### src/rtl/mips_test_sequencer.sv
// Load/run/check harness for the 5-stage MIPS pipeline: copies a program ROM into instruction memory,
// runs the CPU for a set number of cycles, then compares its registers. Optional macro: TEST_SEQ_MASK_EN.
module mips_test_sequencer #(
  parameter int PROG_DEPTH = 32,
  parameter int NUM_REGS   = 32,
  parameter int DATA_W     = 32,
  parameter int CNT_W      = 16,
  localparam int AW        = $clog2(PROG_DEPTH)
) (
  input  logic              i_clk,
  input  logic              i_reset,
  input  logic              i_start,
  input  logic [AW:0]       i_prog_len,
  input  logic [CNT_W-1:0]  i_run_cycles,
  output logic [AW-1:0]     o_rom_addr,
  input  logic [DATA_W-1:0] i_rom_data,
  output logic [4:0]        o_exp_addr,
  input  logic [DATA_W-1:0] i_exp_data,
`ifdef TEST_SEQ_MASK_EN
  input  logic [NUM_REGS-1:0] i_exp_mask,
`endif
  output logic              o_imem_we,
  output logic [AW-1:0]     o_imem_addr,
  output logic [DATA_W-1:0] o_imem_wdata,
  output logic              o_cpu_rst,
  output logic              o_cpu_run,
  output logic [4:0]        o_rf_raddr,
  input  logic [DATA_W-1:0] i_rf_rdata,
  output logic              o_busy,
  output logic              o_done,
  output logic              o_pass,
  output logic [5:0]        o_mismatch_count,
  output logic [4:0]        o_first_fail_reg,
  output logic [CNT_W-1:0]  o_cycle_count,
  output logic [2:0]        o_dbg_state
);

  typedef enum logic [2:0] {S_IDLE, S_LOAD, S_RUN, S_CHECK, S_DONE} state_t;

  localparam logic [AW-1:0] LAST_K   = AW'(PROG_DEPTH - 1);
  localparam logic [4:0]    LAST_REG = 5'(NUM_REGS - 1);
  localparam logic [AW:0]   PD_LEN   = (AW+1)'(PROG_DEPTH);

  state_t            r_state, w_next;
  logic [AW:0]       r_eff_len;
  logic [CNT_W-1:0]  r_run_cycles, r_cycle_count, w_cnt_inc;
  logic [AW-1:0]     r_k, r_imem_addr;
  logic              r_load_act, r_imem_we;
  logic [4:0]        r_i, r_cmp_idx;
  logic              r_chk_act, r_cmp_v;
  logic [DATA_W-1:0] r_rf_q;
  logic [5:0]        r_mismatch;
  logic [4:0]        r_first_fail;
  logic              w_accept, w_issue, w_mask_bit, w_cmp_fail, w_imem_we;

`ifdef TEST_SEQ_MASK_EN
  logic [31:0] r_mask;
  assign w_mask_bit = r_mask[r_cmp_idx];
`else
  assign w_mask_bit = 1'b1;
`endif

  // start is a single-cycle request with no ready: it is taken only in IDLE or DONE and
  // silently dropped while busy; reset in the same cycle drops it as well.
  assign w_accept   = i_start && (r_state == S_IDLE || r_state == S_DONE);
  assign w_issue    = (r_state == S_CHECK) && r_chk_act;
  assign w_cnt_inc  = r_cycle_count + 1'b1;
  assign w_cmp_fail = r_cmp_v && w_mask_bit && (r_rf_q != i_exp_data);

  always_comb begin
    w_next = r_state;
    case (r_state)
      S_IDLE, S_DONE: if (w_accept) w_next = S_LOAD;
      S_LOAD: begin
        if (r_imem_we && r_imem_addr == LAST_K)
          w_next = (r_run_cycles == '0) ? S_CHECK : S_RUN;
      end
      S_RUN:   if (w_cnt_inc == r_run_cycles) w_next = S_CHECK;
      S_CHECK: if (r_cmp_v && r_cmp_idx == LAST_REG) w_next = S_DONE;
      default: w_next = S_IDLE;
    endcase
  end

  always_ff @(posedge i_clk) begin
    if (i_reset) begin
      r_state       <= S_IDLE;
      r_eff_len     <= '0;
      r_run_cycles  <= '0;
      r_cycle_count <= '0;
      r_k           <= '0;
      r_imem_addr   <= '0;
      r_load_act    <= 1'b0;
      r_imem_we     <= 1'b0;
      r_i           <= '0;
      r_cmp_idx     <= '0;
      r_chk_act     <= 1'b0;
      r_cmp_v       <= 1'b0;
      r_rf_q        <= '0;
      r_mismatch    <= '0;
      r_first_fail  <= '0;
`ifdef TEST_SEQ_MASK_EN
      r_mask        <= '0;
`endif
    end else begin
      r_state <= w_next;
      if (w_accept) begin
        r_eff_len     <= (i_prog_len > PD_LEN) ? PD_LEN : i_prog_len;
        r_run_cycles  <= i_run_cycles;
        r_cycle_count <= '0;
        r_k           <= '0;
        r_load_act    <= 1'b1;
        r_i           <= '0;
        r_chk_act     <= 1'b1;
        r_mismatch    <= '0;
        r_first_fail  <= '0;
`ifdef TEST_SEQ_MASK_EN
        r_mask        <= 32'(i_exp_mask);
`endif
      end
      // The write for ROM address k lands one cycle later, once the ROM data is valid.
      r_imem_we <= (r_state == S_LOAD) && r_load_act;
      if (r_state == S_LOAD && r_load_act) begin
        r_imem_addr <= r_k;
        if (r_k == LAST_K) r_load_act <= 1'b0;
        else               r_k        <= r_k + 1'b1;
      end
      if (r_state == S_RUN) r_cycle_count <= w_cnt_inc;
      // Register-file data is delayed a cycle to meet the expected-value ROM output.
      r_cmp_v <= w_issue;
      if (w_issue) begin
        r_cmp_idx <= r_i;
        r_rf_q    <= i_rf_rdata;
        if (r_i == LAST_REG) r_chk_act <= 1'b0;
        else                 r_i       <= r_i + 1'b1;
      end
      if (w_cmp_fail) begin
        if (r_mismatch == 6'd0)  r_first_fail <= r_cmp_idx;
        if (r_mismatch != 6'd63) r_mismatch   <= r_mismatch + 1'b1;
      end
    end
  end

  assign w_imem_we        = r_imem_we && !i_reset;
  assign o_imem_we        = w_imem_we;
  assign o_imem_addr      = r_imem_addr;
  assign o_imem_wdata     = (w_imem_we && ({1'b0, r_imem_addr} < r_eff_len)) ? i_rom_data : '0;
  assign o_rom_addr       = r_k;
  assign o_exp_addr       = r_i;
  assign o_rf_raddr       = r_i;
  assign o_cpu_rst        = (r_state == S_IDLE) || (r_state == S_LOAD);
  assign o_cpu_run        = (r_state == S_RUN);
  assign o_busy           = (r_state == S_LOAD) || (r_state == S_RUN) || (r_state == S_CHECK);
  assign o_done           = (r_state == S_DONE);
  assign o_pass           = (r_state == S_DONE) && (r_mismatch == 6'd0);
  assign o_mismatch_count = r_mismatch;
  assign o_first_fail_reg = r_first_fail;
  assign o_cycle_count    = r_cycle_count;
  assign o_dbg_state      = r_state;

endmodule
### config.mk
export PLATFORM = sky130hd
export DESIGN_NAME = mips_test_sequencer
export DESIGN_NICKNAME = d
export VERILOG_FILES = /design/src/rtl/mips_test_sequencer.sv
export SDC_FILE = /design/constraint.sdc
export NUM_CORES = 1
export LEC_CHECK = 0
export CORE_MARGIN = 2
export CORE_UTILIZATION = 35
export DETAILED_ROUTE_END_ITERATION = 6
export PLACE_DENSITY_LB_ADDON = 0.05
export SLEW_MARGIN = 40
export SYNTH_ARGS = -nofsm -noshare
export SYNTH_HDL_FRONTEND = slang
export SYNTH_SLANG_ARGS = --single-unit
### constraint.sdc
create_clock -name i_clk -period 2.73 [get_ports i_clk]
set_input_delay 0.4095 -clock i_clk [delete_from_list [all_inputs] [get_ports i_clk]]
set_output_delay 0.4095 -clock i_clk [all_outputs]
set_load 0.03 [all_outputs]
== Word level (Yosys, flattened, before mapping) ==
Index checks and enable logic that the tools add are counted.
Storage, ports and cells
  register bits after elaboration: 108
  latch bits: 0
  bits in writable memories: 0
  memory bits (read-only): 0
  input port bits: 121
  output and inout port bits: 88
  logic and storage cells: 84
  memories kept: 0
Cells by class
  $add $sub $neg: 4
  $mul: 0
  divide/modulo/power cells: 0
  order comparisons: 2
  eq/ne operators: 15
  shifts and indexed selects: 0
  multiplexer cells: 28
  bitwise logic cells: 0
  reductions and logical operators: 20
Operators by type and width (count)
  5-bit 2-to-1 mux: 9
  16-bit 2-to-1 mux: 2
  32-bit 2-to-1 mux: 1
  32-bit inequality test: 1
  6-bit 2-to-1 mux: 4
  5-bit equality test (second input constant): 4
  16-bit by 1-bit adder with 16-bit output (second input constant): 1
  16-bit equality test: 1
  16-bit logical NOT: 1
  3-bit 2-to-1 mux: 4
  3-bit one-hot mux with 4 select lines: 1
  5-bit by 1-bit adder with 5-bit output (second input constant): 2
  1-bit logical AND: 9
  1-bit 2-to-1 mux: 7
  6-bit by 1-bit adder with 6-bit output (second input constant): 1
  3-bit by 2-bit equality test with 1-bit output (second input constant): 2
  6-bit > comparator (second input constant): 1
  6-bit logical NOT: 1
  5-bit by 6-bit less-than comparator with 1-bit output: 1
  6-bit inequality test (second input constant): 1
  1-bit logical OR: 4
  2-bit by 1-bit inequality test with 1-bit output (second input constant): 2
  2-bit inequality test (second input constant): 2
  4-bit AND reduction: 1
  other kinds (6): 6

== Depth between registers and ports, before layout ==
  depth in word-level cells: 6
  gate-level depth with buffers: 8
  mapped depth without buffers: 7

== Least setup slack after synthesis ==
No wires, ideal clock.
  kind: reg2out
  start point: register r_imem_addr[1], in the netlist o_imem_addr[1]
  end point: output port o_imem_wdata[10]
  arrival time: 2.208 ns
  data required time: 2.321 ns
  path slack: 0.113 ns
  cell stages (with the launch flop): 8
  path buffers: 1
  cell sequence: dfxtp_1 > ha_1 > a21o_1 > a21o_1 > a21o_1 > a21o_1 > clkbuf_1 > a21oi_1
On the way
  longest elaborated chain between the ends: 3
RTL lines
  start: declaration: line 47  | logic [AW-1:0] r_k, r_imem_addr;
  start signal: assignment: line 123  | r_imem_addr <= r_k;
  5-bit by 6-bit less-than comparator with 1-bit output: line 146  | assign o_imem_wdata = (w_imem_we && ({1'b0, r_imem_addr} < r_eff_len)) ? i_rom_data : '0;
  1-bit logical AND: line 146
  32-bit 2-to-1 mux: line 146
  end: declaration: line 24  | output logic [DATA_W-1:0] o_imem_wdata,
No other way between the ends.

== Final worst setup path ==
  start point: register r_eff_len[1]
  end point: output port o_imem_wdata[20]
On the way
  longest elaborated chain between the ends: 3
RTL lines
  start: declaration: line 45  | logic [AW:0] r_eff_len;
  start signal: assignment: line 107  | r_eff_len <= (i_prog_len > PD_LEN) ? PD_LEN : i_prog_len;
  5-bit by 6-bit less-than comparator with 1-bit output: line 146
  1-bit logical AND: line 146
  32-bit 2-to-1 mux: line 146
No other way between the ends.

==> impl_results.rst <==
.. list-table::
   :header-rows: 1

   * - Metric
     - Value
   * - Flip-flop count of the largest register, all copies and words added
     - 32
   * - Worst-case clock skew
     - 0.00601 ns
   * - Initial core utilization
     - 0.359
   * - Hold-fix buffers, CTS
     - 0
   * - Std-Cell Core Area
     - around 16000 sq um
   * - Combined buffer and inverter count along the critical path
     - 2
   * - Top Family by Delay on Critical Path
     - compound AO/OA/AOI/OAI gates
   * - Final worst setup slack
     - roughly 0.11 ns
   * - Ratio of cells with drive above 1 in the final layout
     - 0.0892
   * - CP max FO
     - 32
   * - Number of clock buffers inserted by TritonCTS
     - 9
   * - Clock transition time at the flip-flop clock pins of the worst setup and hold paths
     - 0.07 ns
   * - Number of antenna violations at the first check in global routing
     - 1
   * - Crit Path Class
     - reg2out
   * - Routed vias/inst
     - 5.04
   * - Crit start category
     - flop
   * - Clock buffer depth
     - 2
   * - Path type of the worst min-delay path
     - reg2reg
   * - First-pass detailed-route iteration total
     - 4
   * - Sort of element at the end of the critical path
     - output pin
   * - Net switching component of the power
     - 0.000824 W
   * - Setup TNS
     - 0 ns
   * - Final wirelength
     - 17800 um
   * - Number of remaining DRC errors
     - 0
   * - Overall die area
     - 17400 sq um
   * - Startpoint of the worst setup timing path
     - r_eff_len[1]
   * - Delay contributed by the slowest stage of the critical path
     - 0.34 ns
   * - Routed Antenna Nets
     - 0
   * - Achievable frequency
     - 381 MHz
   * - Chip width
     - 132 um
   * - Post-placement worst setup slack
     - 0.232 ns
   * - Number of port buffers
     - 208
   * - Post-CTS setup buffer count
     - 0
   * - Cell repeated most along the worst path
     - sky130_fd_sc_hd__a21o_1
   * - Switching share of total power
     - 0.248
   * - Total instance count after detailed placement
     - 1164
   * - Internal power contribution
     - approximately 0.0025 W
   * - Ratio of total power to cell area
     - 404 nW/um^2
   * - First-pass GRT wire length
     - 28600 um
   * - Gate count after technology mapping
     - around 770
   * - Synth Net Count
     - slightly above 900
   * - Reported max-cap violation count
     - 0
   * - Avg WL per Cell
     - 15.1 um
   * - Top register by number of flip-flops
     - r_rf_q
   * - CTS tree
     - yes
   * - GR Overflow Total
     - 0
   * - Clk pwr share
     - 0.387
   * - Portion of the post-synthesis area used by sequential elements
     - 0.377
   * - Fin crit share
     - 0.961
   * - Post-synthesis cell type count
     - 50
   * - Tmin final
     - about 2.6 ns
   * - Peak VDD IR
     - 302 uV
   * - Number of nets in the finished design
     - 1091
   * - Maximum number of pins on one net before global-route repair
     - 58
   * - Synth-to-Final Area Change
     - 43.6%
   * - Clock net sink count
     - 108
   * - Slowest stage cell on the critical path
     - sky130_fd_sc_hd__dfxtp_1
   * - Count of filler cells inserted in the layout
     - 1574
   * - Later-pin clock latency in the skew report
     - 0.36 ns
   * - Worst endpoint data arrival time
     - 2.21 ns
   * - Slew Limit Fails
     - 0
   * - Unrepaired setup endpoints after global routing
     - false
   * - GRT Total Usage
     - 0.201
   * - Proportion of synthesized flip-flops having asynchronous set or reset
     - 0
   * - Data required time at the worst endpoint
     - ~2.3 ns
   * - Number of failing setup endpoints in the final timing report
     - 0
   * - Fraction of power consumed by combinational cells
     - 0.125
   * - Leakage
     - 2.87 nW
   * - Area taken by flip-flops and latches
     - 2160 sq um
   * - Count of flip-flops with a built-in enable after synthesis
     - 0
   * - Sequential fraction of design power
     - 0.488
   * - Multi-input gate area
     - roughly 3300 sq um
   * - Share of the core filled with cells in the final layout
     - 0.516
   * - Vias after detailed routing
     - between 5000 and 6000
   * - Beginning of the worst hold path
     - r_eff_len[2]
   * - Clock tree root driver cell
     - sky130_fd_sc_hd__clkbuf_16
   * - YS warnings
     - 0
   * - Std-Cell Rows
     - 46
   * - Cell-by-cell trace of the critical path
     - inv_1 > ha_1 > a21o_1 > a21o_1 > a21o_1 > a21o_4 > a21oi_1 > buf_4
   * - Iter 0 DRT Violations
     - about 400
   * - Cell area after synthesis
     - 5730 sq um
   * - Worst max-slew margin expressed relative to the limit
     - 0.548
   * - Number of standard cells in the final layout excluding fillers
     - 1180
   * - Vertical die dimension
     - between 100 and 150 um
   * - Final total power
     - 0.00333 W
   * - Result of the run
     - complete, no violations
   * - Post-synthesis register bit count
     - 108
   * - Final hold violation count
     - 0
   * - Origin of the critical flop-to-flop path
     - o_cycle_count[0]
   * - Placer Congestion
     - just under 0.9
   * - Primary flip-flop cell chosen by synthesis mapping
     - sky130_fd_sc_hd__dfxtp_1
   * - Number of placed I/O pins
     - 209
   * - Transition time of the tightest slew-check pin
     - about 0.68 ns
   * - HPWL after detailed placement
     - about 13000 um
   * - Number of global-route vias before repair
     - 5755
   * - Post-Syn Area per Cell
     - 7.40 sq um
   * - Antenna Diode Count
     - 0
   * - Max H-tree Level
     - 3
[through the flow]
step                area [sq um]  hold slack [ns]
finish                      8230            0.460
global route                8230            0.473
CTS                         8220            0.456
detailed placement          7920            0.446
global placement            7920            0.439
floorplan                   5730            0.432
[timing repair]
action	4_1_cts	5_1_grt
pin swaps	0	1
resized for setup	2	2
hold endpoints to repair	0	0
setup endpoints to repair	32	6
[final timing paths]
path                                          to  slack, ns  depth (start not counted)
worst max-delay path            o_imem_wdata[20]       0.11                          8
worst min-delay path                r_eff_len[2]       0.46                          2
worst max register to register    o_dbg_state[0]       0.20                          7
worst min register to register      r_eff_len[2]       0.46                          2
[worst min-delay path, stage by stage, from the launching register on]
cell and delay [ns]:
sky130_fd_sc_hd__dfxtp_1 0.31, sky130_fd_sc_hd__nand2_1 0.05, sky130_fd_sc_hd__a21oi_1 0.05
[cell usage after synthesis (5+ instances only)]
cell / instances / area share
sky130_fd_sc_hd__nand2_1: 180 / 0.12
sky130_fd_sc_hd__a21oi_1: 134 / 0.12
sky130_fd_sc_hd__dfxtp_1: 108 / 0.38
sky130_fd_sc_hd__xnor2_1: 46 / 0.070
sky130_fd_sc_hd__nor2_1: 42 / 0.028
sky130_fd_sc_hd__clkbuf_1: 41 / 0.027
sky130_fd_sc_hd__nand3_1: 30 / 0.026
sky130_fd_sc_hd__o21ai_0: 18 / 0.016
sky130_fd_sc_hd__nand4_1: 15 / 0.016
sky130_fd_sc_hd__inv_1: 13 / 0.0085
sky130_fd_sc_hd__nand3b_1: 12 / 0.016
sky130_fd_sc_hd__xor2_1: 12 / 0.018
sky130_fd_sc_hd__ha_1: 11 / 0.024
sky130_fd_sc_hd__a21o_1: 10 / 0.013
sky130_fd_sc_hd__nor3_1: 10 / 0.0087
sky130_fd_sc_hd__nor4_1: 10 / 0.011
sky130_fd_sc_hd__nand2b_1: 9 / 0.0098
sky130_fd_sc_hd__buf_4: 8 / 0.010
sky130_fd_sc_hd__and3_1: 7 / 0.0076
sky130_fd_sc_hd__buf_2: 5 / 0.0044
sky130_fd_sc_hd__nor2b_1: 5 / 0.0055
[layout by cell type (no fill, tap or decap), types with 10 or more instances in the layout]
cell                              count
sky130_fd_sc_hd__o21ai_0             18
sky130_fd_sc_hd__xor2_1              12
sky130_fd_sc_hd__clkdlybuf4s50_1    174
sky130_fd_sc_hd__ha_1                11
sky130_fd_sc_hd__nor3_1              10
sky130_fd_sc_hd__nor4_1              10
sky130_fd_sc_hd__a21oi_1            133
sky130_fd_sc_hd__nand3_1             30
sky130_fd_sc_hd__nor2_1              42
sky130_fd_sc_hd__nand3b_1            12
sky130_fd_sc_hd__inv_1               12
sky130_fd_sc_hd__xnor2_1             46
sky130_fd_sc_hd__dfxtp_1            108
sky130_fd_sc_hd__nand2_1            180
sky130_fd_sc_hd__nand4_1             15
sky130_fd_sc_hd__buf_4               58
[power groups by stage]
stage | Clock [W] | Sequential, W | Combinational [W]
finish | 0.00129 | 0.00162 | 0.000415
global route | 0.00139 | 0.00163 | 0.000451
CTS | 0.00134 | 0.00162 | 0.000417
detailed placement | 0 | 0.00166 | 0.000413
global placement | 0 | 0.00166 | 0.000406
floorplan | 0 | 0.00165 | 0.000180
[final cells by class]
class                           count  share of cell area
Clock buffer                       12              0.0312
Inverter                           13             0.00593
Sequential cell                   108               0.263
Clock inverter                      4             0.00411
Tap cell                          216              0.0329
Timing Repair Buffer              232               0.265
Multi-Input combinational cell    595               0.398
[cells by family (layout without fill, tap and decap cells)]
family / Yosys count / count (layout) / share of synthesized area
buffers and inverters: 71 / 261 / 0.0531
flip-flops: 108 / 108 / 0.377
adder cells (fa/ha/maj): 11 / 11 / 0.0240
AND/OR/NAND/NOR: 340 / 340 / 0.275
multiplexers: 2 / 2 / 0.00349
XOR/XNOR: 58 / 58 / 0.0887
AO/OA/AOI/OAI: 184 / 184 / 0.179
[per-layer routing]
metal	wire length [um]	share of wire	vias up	track usage
met3	1220	0.069	18	0.0561
met2	8680	0.49	170	0.347
met5	0	0	-	0
met4	226	0.013	0	0.0592
li1	-	-	2999	-
met1	7640	0.43	2764	0.244
Power figures use the tool's default switching activity.
==> RTL edit 1, RTL diff (same settings) <==
Register the output `o_imem_wdata`, with the module's reset; this adds one clock of latency there. The other outputs are not delayed to match.
--- a/src/rtl/mips_test_sequencer.sv
+++ b/src/rtl/mips_test_sequencer.sv
@@ -145,3 +145,9 @@
   assign o_imem_addr      = r_imem_addr;
-  assign o_imem_wdata     = (w_imem_we && ({1'b0, r_imem_addr} < r_eff_len)) ? i_rom_data : '0;
+  always_ff @(posedge i_clk) begin
+    if (i_reset) begin
+      o_imem_wdata <= '0;
+    end else begin
+      o_imem_wdata <= (w_imem_we && ({1'b0, r_imem_addr} < r_eff_len)) ? i_rom_data : '0;
+    end
+  end
   assign o_rom_addr       = r_k;
Check against the original RTL: not equivalent (Yosys sat finds a counterexample within 4 cycles, from zero or initial values and one cycle with i_reset high).
==> RTL edit 1 against the original RTL <==
  * Sequential cell count up 32
  * Setup slack better by 0.098 ns
  * Area after synthesis up 10%
  * Maximum frequency up 3.9%
  * Routed wire length up 3.0%
  * Cell area up 12%
  * Synthesized cell count up 2.5%
  * Register-to-register slack better by 0.17 ns
  * Largest cell class unchanged
  * Highest routed layer unchanged
Power is not compared: it rests on default switching activity, and its combinational part moved more than twofold at a synthesized area within 25%.
==> RTL edit 1: results (changes against the original RTL) <==
[grt]
grt_pass1_vias = 5765  ; was 5,755
grt_pass1_wl_um = 30000  ; was 28,600 µm
grt_max_degree = 113  ; was 58
grtUsageTotal_pct = 19.0  ; was 20.1%

[placed_design]
pre_cts_ws_ns = 0.315  ; was 0.232 ns
gp_congestion = 0.800  ; was 0.877

[clocking]
insertion_delay_ns = 0.42  ; was 0.36 ns
root_buffer = clkbuf_16  ; unchanged
cts_made_buffers = 17  ; was 9
ctsResizeCount = 0  ; was 2
htree_levels = 4  ; was 3

[setup_path]
cp_max_fo = 7  ; was 32
critPathArrivalTime_ns = 2.12  ; was 2.21 ns
r2r_slack_ns = 0.37  ; was 0.20 ns
timing.rr.start = o_cycle_count[1]  ; was o_cycle_count[0]
critical_path.startpoint = o_dbg_state[1]  ; was r_eff_len[1]
crit_path_end = o_pass  ; was o_imem_wdata[20]

[sta]
skew_ns = 0.0102  ; was 0.00601 ns
holdWs_ns = 0.451  ; was 0.460 ns
worst_pin_slew_ns = 0.578  ; was 0.676 ns

[final_layout]
finalNetCount = 1115  ; was 1,091
layout-drive-gt1-share_pct = 6.53  ; was 8.92%
fillers = 1749  ; was 1,574

[routing]
wl_per_cell_um = 15.0  ; was 15.1 µm
drt_iter0_markers = 308  ; was 398
vias = 6079  ; was 5,951

[synthesis]
postSynthNetCount = 925  ; was 906
syn_avg_cell_area_um2 = 7.98  ; was 7.40 µm²
synthTopCellsByCount = 177 x nand2_1, 140 x dfxtp_1, 126 x a21oi_1, 45 x clkbuf_1, 44 x nor2_1  ; was 180 x nand2_1, 134 x a21oi_1, 108 x dfxtp_1, 46 x xnor2_1, 42 x nor2_1
seq_area_frac_synth_pct = 44.3  ; was 37.7%
synth_area_leaders = dfxtp_1 44%, nand2_1 10%, a21oi_1 10%  ; was dfxtp_1 38%, nand2_1 12%, a21oi_1 12%

[min_path]
hold_end = r_eff_len[3]  ; was r_eff_len[2]
hold_start = r_eff_len[3]  ; was r_eff_len[2]

[outcome]
status = finished clean  ; unchanged

-- RTL edit 1: cell types whose count changed in the layout (fill, tap and decap cells not counted), moves of 8 or more --
cell,delta
buf_4,-40
clkbuf_16,+8
clkdlybuf4s50_1,+32
dfxtp_1,+32
nand3_1,-12
nor4_1,+8
xnor2_1,-31
xor2_1,+28
-- RTL edit 1: per-layer routing --
| layer | global-route usage, % | vias up | wire length [µm] |
|---|---|---|---|
| li1 | - | 3104 | - |
| met1 | 26.0 | 2792 | 8690 |
| met2 | 29.2 | 167 | 8140 |
| met3 | 5.75 | 16 | 1270 |
| met4 | 5.05 | 0 | 216 |
| met5 | 0 | - | 0 |
-- RTL edit 1: through the flow --
step	area [µm²]	power [W]
after floorplan	6330	0.00313
after CTS	9210	0.00607
after global routing	9210	0.00633
final	9210	0.00600
after detailed placement	8610	0.00371
after global placement	8610	0.00372
-- RTL edit 1: logic make-up (layout without fill, tap and decap cells) --
kind of cell / after synthesis / count (layout) / share of synthesized area, %
adders and majority gates: 11 / 11 / 2.17
xor gates and xnor gates: 55 / 55 / 7.61
DFF: 140 / 140 / 44.3
and+or+nand+nor: 326 / 326 / 24.0
AOI/OAI and AO/OA: 191 / 191 / 17.3
buffers and inverters: 68 / 271 / 4.35
muxes: 2 / 2 / 0.316
-- RTL edit 1: cell type report --
class	count	area, µm²	area share, %
Clock buffer	18	439	4.77
Clock inverter	14	159	1.73
Sequential cell	140	2800	30.4
Multi-Input combinational cell	585	3250	35.3
Timing Repair Buffer	225	2220	24.1
Tap cell	229	287	3.11
Inverter	14	52.6	0.571
-- RTL edit 1: critical path: stages (launching register included) --
cell,delay [ns]
dfxtp_1,0.36
nor2_1,0.25
and2_1,0.23
and3_1,0.17
clkdlybuf4s50_1,0.70
==> RTL edit 2, RTL diff (same settings) <==
Made on the original files. The parameter `DATA_W` goes from 32 to 40.
--- a/src/rtl/mips_test_sequencer.sv
+++ b/src/rtl/mips_test_sequencer.sv
@@ -5,3 +5,3 @@
   parameter int NUM_REGS   = 32,
-  parameter int DATA_W     = 32,
+  parameter int DATA_W     = 40,
   parameter int CNT_W      = 16,
Interface: changed (resized i_exp_data, i_rf_rdata, i_rom_data and o_imem_wdata); port bits go from 209 to 241. No check against the original RTL was run, so the function may have changed too.
==> RTL edit 2 against the original RTL <==
  * The flow now finishes with violations (setup timing)
  * Routed wire length increased by 9.0%
  * Total power up 41%
  * Setup slack got worse by 0.12 ns
  * Global-route usage about the same
  * Critical path depth increased by 2
  * Sequential cell count grew 8
  * Core utilization increased by 4.1 points
  * Worst hold slack worse by 0.11 ns
  * Cell area grew 18%
  * Area after synthesis is 9.1% higher
  * Critical endpoint is now o_imem_wdata[24]
  * Highest routed layer unchanged
==> RTL edit 2: results (changes against the original RTL) <==
[routing]
wl_per_cell_um = 15.3  ; was 15.1 µm
drt_iter0_markers = 280  ; was 398
via_per_inst = 4.92  ; was 5.04

[synthesis]
seq_area_frac_synth_pct = 37.2  ; was 37.7%
synth_area_leaders = dfxtp_1 37%, nand2_1 9.0%, a21oi_1 8.0%  ; was dfxtp_1 38%, nand2_1 12%, a21oi_1 12%
netlist_area_mm2 = 0.00625  ; was 0.00573 mm²

[sta]
fin_ws_ns = -0.0163  ; was 0.106 ns
worst_pin_slew_ns = 0.846  ; was 0.676 ns
finalSetupViolCount = 12  ; was 0
tns_ns = -0.135  ; was 0 ns

[min_path]
min_path_type = input port to register  ; was register to register

[power_and_ir_drop]
ir_worst_vdd_mv = 0.453  ; was 0.302 mV
power.leakage_nw = 3.74  ; was 2.87 nW

[clocking]
cts_made_buffers = 17  ; was 9
htree_levels = 4  ; was 3

[setup_path]
crit_path_end = o_imem_wdata[24]  ; was o_imem_wdata[20]
r2r_slack_ns = 0.51  ; was 0.20 ns
cp_max_fo = 5  ; was 32

[grt]
grtUsageTotal_pct = 20.1  ; about the same
grt_pass1_vias = 5771  ; was 5,755

[outcome]
status = finished with violations  ; was finished clean
violations = setup timing

[placed_design]
placed_cell_area_mm2 = 0.00869  ; was 0.00792 mm²
hpwl_um = 13400  ; was 13,200 µm
gp_congestion = 0.805  ; was 0.877

[final_layout]
finalNetCount = 1181  ; was 1,091

RTL edit 2: cell count changes in the layout (fill, tap and decap cells not counted), sizes merged, moves of 9 or more:
cell	before	now
o211ai	1	10
clkdlybuf4s50	174	198
xor2	12	50
clkbuf	12	22
inv	13	56
nand2	180	150
nand3	30	18
a21oi	134	100
a211oi	4	43
xnor2	46	16
RTL edit 2: critical path: cells and delay by family, from the launching register on:
family,cells,cell delay (ns)
AOI/OAI and AO/OA,5,0.86
adders and majority gates,1,0.19
buffers and inverters,4,0.54
DFF,1,0.33
RTL edit 2: cells by family (layout without fill, tap and decap cells):
logic type                 after synthesis  in the layout  synth area share (%)
adders and majority gates               11             11                  2.20
xor gates and xnor gates                66             66                  9.25
DFF                                    116            116                  37.2
and+or+nand+nor                        286            286                  21.7
AOI/OAI and AO/OA                      200            200                  20.0
buffers and inverters                  117            351                  8.63
muxes                                    7              7                  1.12
RTL edit 2: layer usage:
layer	GRT usage, %	vias to the layer above	routed length (µm)
li1	-	3196	-
met1	25.7	2838	8550
met2	32.5	158	9410
met3	5.81	11	1290
met4	6.24	0	118
met5	0	-	0
RTL edit 2: repair_timing:
item / CTS / global route
setup endpoints to repair: 40 / 42
buffers inserted: 4 / 0
cloned: 3 / 1
pin swaps: 12 / 10
resized for setup: 33 / 23
RTL edit 2: worst min path at each step:
stage | from | endpoint | slack (ns)
finish | i_reset | r_chk_act | 0.35
global route | i_reset | r_chk_act | 0.36
CTS | i_reset | r_chk_act | 0.34
detailed placement | r_eff_len[0] | r_eff_len[0] | 0.44
global placement | r_eff_len[3] | r_eff_len[3] | 0.44
floorplan | r_eff_len[1] | r_eff_len[1] | 0.43
RTL edit 2: per-stage QoR:
step           instances  setup WS (ns)
6_report            1262        -0.0163
5_1_grt             1262         -0.118
3_5_place_dp        1224          0.155
4_1_cts             1262        -0.0538
2_1_floorplan        803         -0.107
3_3_place_gp        1224          0.207
RTL edit 2: layout make-up:
| class | count | area (µm²) | area share, % |
|---|---|---|---|
| clock buffers | 21 | 460 | 4.76 |
| clock inverters | 10 | 155 | 1.60 |
| repair buffers | 262 | 2610 | 26.9 |
| flip-flops and latches | 116 | 2320 | 24.0 |
| inverters | 58 | 230 | 2.38 |
| well taps | 225 | 282 | 2.91 |
| multi-input cells | 570 | 3610 | 37.4 |
RTL edit 2: where the power goes:
part           switching (W)  total [W]  leakage (nW)  internal, W
combinational       0.000276   0.000606          2.50     0.000330
clock               0.000782    0.00234         0.299      0.00156
sequential         0.0000251    0.00174         0.939      0.00172
total                0.00108    0.00469          3.74      0.00361
